**src/rtl/async_fifo_wr_packer.sv**
```systemverilog
// Write-side packer for the dual-clock FIFO.
// Packs a narrow valid/ready beat stream little-endian into OUT_WIDTH words and
// drives the FIFO write port. Partial words leave on flush_i or after an idle
// timeout, tagged with (lane count - 1) above the data bits.
module async_fifo_wr_packer #(
  parameter int unsigned IN_WIDTH  = 8,
  parameter int unsigned OUT_WIDTH = 32,
  parameter int unsigned TIMEOUT   = 64,
  localparam int unsigned LANES    = OUT_WIDTH / IN_WIDTH,
  localparam int unsigned LW       = $clog2(LANES)
) (
  input  logic                    wclk_i,
  input  logic                    rst_ni,
  input  logic                    in_valid_i,
  input  logic [IN_WIDTH-1:0]     in_data_i,
  output logic                    in_ready_o,
  input  logic                    flush_i,
  output logic [OUT_WIDTH+LW-1:0] fifo_wdata_o,
  output logic                    fifo_we_o,
  input  logic                    fifo_full_i,
  output logic                    idle_o
);

  localparam logic [LW:0] PackFull = (LW+1)'(LANES);

  // Idle timer: counts the cycles a partial word has sat without a new beat.
  // It saturates at TIMEOUT-1, so the hit cycle is the TIMEOUT-th idle cycle.
  localparam bit          TmrEn   = (TIMEOUT > 0);
  localparam int unsigned TW      = (TIMEOUT > 1) ? $clog2(TIMEOUT) : 1;
  localparam logic [TW-1:0] TmrLast = TW'((TIMEOUT > 0) ? TIMEOUT - 1 : 0);

  // Pack register
  logic [OUT_WIDTH-1:0] pack_data_q, pack_data_d;
  logic [LW:0]          pack_cnt_q,  pack_cnt_d;

  // Output register (drives the FIFO write port directly)
  logic                 out_vld_q,    out_vld_d;
  logic [OUT_WIDTH-1:0] out_data_q,   out_data_d;
  logic [LW-1:0]        out_cnt_m1_q, out_cnt_m1_d;

  // Flush and timer state
  logic                 flush_pend_q, flush_pend_d;
  logic [TW-1:0]        timer_q,      timer_d;

  logic accept;
  logic out_free;
  logic pack_full;
  logic pack_empty;
  logic timer_hit;
  logic flush_req;
  logic move;
  logic beat_acc;

  // Handshake and transfer decisions, all from registered state plus fifo_full_i
  always_comb begin
    pack_full  = (pack_cnt_q == PackFull);
    pack_empty = (pack_cnt_q == '0);
    accept     = out_vld_q & ~fifo_full_i;
    out_free   = ~out_vld_q | accept;
    timer_hit  = TmrEn & ~pack_empty & (timer_q == TmrLast);
    flush_req  = flush_pend_q | timer_hit;
    move       = out_free & (pack_full | (flush_req & ~pack_empty));
    in_ready_o = ~flush_pend_q & (~pack_full | out_free);
    beat_acc   = in_valid_i & in_ready_o;
  end

  // Pack register next state: a move empties it, a beat fills the next lane
  always_comb begin
    pack_data_d = pack_data_q;
    pack_cnt_d  = pack_cnt_q;
    if (move) begin
      pack_data_d = '0;
      pack_cnt_d  = '0;
      if (beat_acc) begin
        pack_data_d[IN_WIDTH-1:0] = in_data_i;
        pack_cnt_d                = (LW+1)'(1);
      end
    end else if (beat_acc) begin
      // Without a move the pack cannot be full here, so lane pack_cnt_q exists
      for (int unsigned k = 0; k < LANES; k++) begin
        if (pack_cnt_q == (LW+1)'(k)) begin
          pack_data_d[k*IN_WIDTH +: IN_WIDTH] = in_data_i;
        end
      end
      pack_cnt_d = pack_cnt_q + (LW+1)'(1);
    end
  end

  // Output register next state: load on move, release on FIFO accept
  always_comb begin
    out_vld_d    = out_vld_q;
    out_data_d   = out_data_q;
    out_cnt_m1_d = out_cnt_m1_q;
    if (move) begin
      out_vld_d    = 1'b1;
      out_data_d   = pack_data_q;
      out_cnt_m1_d = LW'(pack_cnt_q - (LW+1)'(1));
    end else if (accept) begin
      out_vld_d = 1'b0;
    end
  end

  // Flush request and idle timer next state
  always_comb begin
    flush_pend_d = flush_pend_q;
    if (flush_pend_q && (move || pack_empty)) begin
      // Clearing wins over a repeated flush_i in the same cycle
      flush_pend_d = 1'b0;
    end else if (flush_i) begin
      flush_pend_d = 1'b1;
    end

    timer_d = timer_q;
    if (beat_acc || move) begin
      timer_d = '0;
    end else if (TmrEn && !pack_empty && (timer_q != TmrLast)) begin
      timer_d = timer_q + TW'(1);
    end
  end

  // State registers, cleared asynchronously; a reset discards any partial word
  always_ff @(posedge wclk_i or negedge rst_ni) begin
    if (!rst_ni) begin
      pack_data_q  <= '0;
      pack_cnt_q   <= '0;
      out_vld_q    <= 1'b0;
      out_data_q   <= '0;
      out_cnt_m1_q <= '0;
      flush_pend_q <= 1'b0;
      timer_q      <= '0;
    end else begin
      pack_data_q  <= pack_data_d;
      pack_cnt_q   <= pack_cnt_d;
      out_vld_q    <= out_vld_d;
      out_data_q   <= out_data_d;
      out_cnt_m1_q <= out_cnt_m1_d;
      flush_pend_q <= flush_pend_d;
      timer_q      <= timer_d;
    end
  end

  // FIFO write port and idle status
  always_comb begin
    fifo_we_o    = out_vld_q;
    fifo_wdata_o = {out_cnt_m1_q, out_data_q};
    idle_o       = pack_empty & ~out_vld_q & ~flush_pend_q;
  end

endmodule
```
**config.mk**
```make
export PLATFORM = sky130hd
export DESIGN_NAME = async_fifo_wr_packer
export DESIGN_NICKNAME = d
export VERILOG_FILES = /design/src/rtl/async_fifo_wr_packer.sv
export SDC_FILE = /design/constraint.sdc
export NUM_CORES = 1
export LEC_CHECK = 0
export ABC_CLOCK_PERIOD_IN_PS = 4200
export BUFFER_PORTS_ARGS = -buffer_cell sky130_fd_sc_hd__buf_2
export CORE_UTILIZATION = 58
export CTS_BUF_LIST = sky130_fd_sc_hd__clkbuf_8
export DETAILED_ROUTE_END_ITERATION = 8
export GPL_ROUTABILITY_DRIVEN = 0
export PLACE_DENSITY_LB_ADDON = 0.12
export SLEW_MARGIN = 10
export SYNTH_ARGS = -nofsm -noshare
export SYNTH_HDL_FRONTEND = slang
export SYNTH_SLANG_ARGS = --single-unit
```
**constraint.sdc**
```tcl
create_clock -name wclk_i -period 4.2 [get_ports wclk_i]
set_clock_uncertainty 0.1 [all_clocks]
set_input_delay 1.26 -clock wclk_i [delete_from_list [all_inputs] [get_ports wclk_i]]
set_output_delay 1.26 -clock wclk_i [all_outputs]
set_load 0.02 [all_outputs]
```
* Yosys cells after proc, flatten, opt, wreduce, memory -nomap -nowiden *
Index checks and enable logic that the tools add are counted.
Widths: inputs -> output; s select.

storage, ports and cells
  memory bits (read-only) = 0
  register bits = 77
  latch bits = 0
  memory bits (writable) = 0
  output and inout bits = 37
  logic and storage cells = 70
  memories kept = 0
  input port bits = 13

operators by class
  divide/modulo/power cells = 0
  $add $sub $neg = 3
  $lt $le $gt $ge = 0
  muxes and demuxes = 16
  shifts and indexed selects = 0
  reductions and logical operators = 18
  multiply operators = 0
  bitwise operators = 17
  equality and inequality tests = 6

operator list
  operator             number
  $mux 32              2
  $mux 8               5
  $reduce_bool 2->1    8
  $mux 6               2
  $and 1x1->1          8
  $reduce_and 2->1     4
  $add 6x1->6 const B  1
  $eq 3x2->1 const B   2
  $eq 6x6->1 const B   1
  $mux 3               2
  $ne 6x6->1 const B   1
  $mux 1               5
  $not 1->1            5
  $or 1x1->1           4
  $add 3x1->3 const B  1
  $eq 3x1->1 const B   1
  $eq 3x3->1 const B   1
  $logic_not 3->1      1
  $logic_and 1x1->1    2
  $logic_or 1x1->1     2
  $sub 2x1->2 const B  1
  $logic_not 1->1      1

* Longest topological paths before layout *
  depth in word-level cells = 10
  gate-level depth with buffers = 9
  mapped depth without buffers = 6

* Worst setup path after synthesis *
No wires, ideal clock.

  kind = input port to output port
  start = input port fifo_full_i
  end = output port in_ready_o
  arrival time = 1.822 ns
  required time = 2.840 ns
  path slack = 1.018 ns
  path buffers = 0
  stages = 2
  cell sequence = and2_1 a31oi_1

between the ends
  longest elaborated chain between the ends = 5

RTL lines
  what         RTL line  source
  from (decl)  20        input logic fifo_full_i,
  $not 1->1    58        accept = out_vld_q & ~fifo_full_i;
  $and 1x1->1  58
  $or 1x1->1   59        out_free = ~out_vld_q | accept;
  $or 1x1->1   63        in_ready_o = ~flush_pend_q & (~pack_full | out_free);
  $and 1x1->1  63
  to (decl)    16        output logic in_ready_o,

No other way between the ends.

* Worst setup path in the final report *
  start = register pack_cnt_q[0]
  end = output port idle_o

between the ends
  longest elaborated chain between the ends = 3

RTL lines
  what                      RTL line  source
  from (decl)               34        logic [LW:0] pack_cnt_q, pack_cnt_d;
  from (signal assigned)    133       pack_cnt_q <= pack_cnt_d;
  $logic_not 3->1           57        pack_empty = (pack_cnt_q == '0);
  $and 1x1->1 (2 in a row)  146       idle_o = pack_empty & ~out_vld_q & ~flush_pend_q;
  to (decl)                 21        output logic idle_o

No other way between the ends.

==> results.sh <==
export IMPL_yosys_cell_types_count=40
export IMPL_cp_startpoint="pack_cnt_q[0]"
export IMPL_die_w_um=78.32
export IMPL_dpl_cell_area_um2=3649
export IMPL_die_area_um2=6134
export IMPL_synth_main_ff_cell="dfrtp_1"
export IMPL_drive_gt1_share_pct=32.71
export IMPL_period_needed_ns=3.387
export IMPL_routed_wl_um=6355
export IMPL_fmax_mhz=295.3
export IMPL_diodes=0
export IMPL_finalCritPeriodShare_pct=80.64
export IMPL_grt_overflow=0
export IMPL_hold_class="reg -> reg"
export IMPL_hp_start="pack_data_q[15]"
export IMPL_drc=0
export IMPL_nets=335
export IMPL_required_ns=2.84
export IMPL_powerDensity_nw_per_um2=730.4
export IMPL_synth_most_common_cell="dfrtp_1"
export IMPL_tns_ns=0
export IMPL_syn_area_um2=3378
export IMPL_syn_num_nets=284
export IMPL_avgSynthCellArea_um2=12.75
export IMPL_ios=50
export IMPL_row_count=27
export IMPL_grt_use_total_pct=22.93
export IMPL_ys_ff_latch=77
export IMPL_worstMarginPinSlew_ns=0.9321
export IMPL_crit_fanout=8
export IMPL_antenna_found_initial=0
export IMPL_hold_violations=0
export IMPL_clock_sinks=77
export IMPL_setup_viol=0
export IMPL_maxCapViolations=0
export IMPL_async_flop_share_pct=100.0
export IMPL_wl_per_cell_um=16.17
export IMPL_ant_nets=0
export IMPL_clk_latency_ns=0.35
export IMPL_grt_pass1_wl_um=10410
export IMPL_synth_area_top_cells="dfrtp_1, mux2_4, nand2_1"
export IMPL_drv_slew=0
export IMPL_vias=2123
export IMPL_slew_headroom_pct=37.86
export IMPL_fp_dieH_um=78.32
export IMPL_critPathCaptureType="output pin"
export IMPL_yosysSeqAreaShare_pct=57.04
export IMPL_timing_rr_start="pack_cnt_q[0]"
export IMPL_regToRegSetupSlack_ns=1.66
export IMPL_first_pass_iters=4
export IMPL_status="finished, final reports clean"
export IMPL_yosysWarnings=0
export IMPL_dp_hpwl_um=4162
export IMPL_synth_common_cells="dfrtp_1, nand2_1, mux2_4"
export IMPL_core_um2=5574
export IMPL_synth_edf_count=0
export IMPL_holdPathStages=1
export IMPL_rsz0062_at_grt="false"
export IMPL_worstRegToRegCells=7
export IMPL_initial_core_util_pct=60.61
export IMPL_start_kind="flip-flop"
export IMPL_root_buffer="clkbuf_8"
export IMPL_fin_util_pct=69.83
export IMPL_ir_drop_mv=0.4711
export IMPL_path_clk_slew_ns=0.08
export IMPL_cts_htree_levels=3
export IMPL_hold_path_end="out_data_q[15]"
export IMPL_io_buffers=49
export IMPL_area_growth_pct=15.22
export IMPL_viasPerCell=5.402
export IMPL_first_global_vias=2073
export IMPL_grt_start_max_net_pins=78
export IMPL_yosys_area_top_type="dfrtp_1"
export IMPL_cts_repair_resize_count=0
export IMPL_ctsHoldBuffers=0
export IMPL_post_cts_buffers=0
export IMPL_cts_buffer_depth=2
export IMPL_cts_tree="built"
export IMPL_design_area_um2=3892
export IMPL_worstReg2RegEnd="out_data_q[0]"
export IMPL_path_class="reg -> out"
export IMPL_power_leakage_uw=0.002016
export IMPL_numCtsBuffers=9
export IMPL_synthCells=265
export IMPL_arrival_ns=2.03
export IMPL_drt_iter0_drc=173
export IMPL_yosysTopAreaCellShare_pct=57.04
[how the worst max path moves through the flow]
stage / slack [ns] / end / cells after the start
2_1_floorplan: 1.02 / in_ready_o / 2
3_3_place_gp: 0.96 / in_ready_o / 4
3_5_place_dp: 0.95 / in_ready_o / 4
4_1_cts: 0.82 / idle_o / 5
5_1_grt: 0.71 / idle_o / 5
6_report: 0.81 / idle_o / 5
[worst max-delay path, cell delays in order, from the launching register on]
cell	delay [ns]
dfrtp_1	0.42
inv_1	0.12
ha_1	0.36
or2b_2	0.41
nor3_1	0.17
buf_2	0.20
[kinds of logic after synthesis]
logic type / after synthesis / synth area share, %
AOI/OAI and AO/OA: 47 / 9.296
and+or+nand+nor: 73 / 9.889
muxes: 43 / 17.52
adders and majority gates: 6 / 2.222
buffers and inverters: 16 / 3.259
DFF: 77 / 57.04
xor gates and xnor gates: 3 / 0.7779
[metal layers]
layer,part of all wire (%),global-route usage [%]
met5,0,0
met4,1.5,12.04
met3,3.5,4.535
met2,49,34.65
met1,46,31.47
[layout make-up]
cell class                      instances  area, um2
Inverter                                6      22.52
Fill cell                             422       1682
Clock inverter                          7      120.1
Timing Repair Buffer                   50      267.8
Sequential cell                        77       1927
Clock buffer                            9      123.9
Tap cell                               72      90.09
Multi-Input combinational cell        172       1341
[flip-flops by register name, summed over array words and instances (netlist names)]
name and count:
out_data_q 32, pack_data_q 32, timer_q 6, pack_cnt_q 3, out_cnt_m1_q 2, fifo_we_o 1
flush_pend_q 1
[layout by cell type, fill, tap and decap left out, types with 7 or more instances in the layout]
master     n
nor2_1    14
a22o_1     8
a21oi_1   19
clkbuf_8   9
buf_2     48
mux2_4    32
mux2i_1   10
dfrtp_1   77
o21ai_0    7
nand2_1   37
[through the flow]
stage	total power, uW	instances	hold WS, ns	worst slack (ns)
finish	2843	393	0.3978	0.8133
floorplan	1958	265	0.3663	1.018
CTS	2866	393	0.4026	0.8175
global placement	2155	377	0.3842	0.9625
detailed placement	2179	377	0.3829	0.9496
global route	2999	393	0.4119	0.7103
[where the power goes]
group | total (uW) | leakage, uW | internal, uW | switching [uW]
registers | 1080 | 0.00104 | 945 | 138
logic | 1080 | 0.000854 | 472 | 609
clock network | 679 | 0.000120 | 398 | 282
Power figures use the tool's default switching activity.
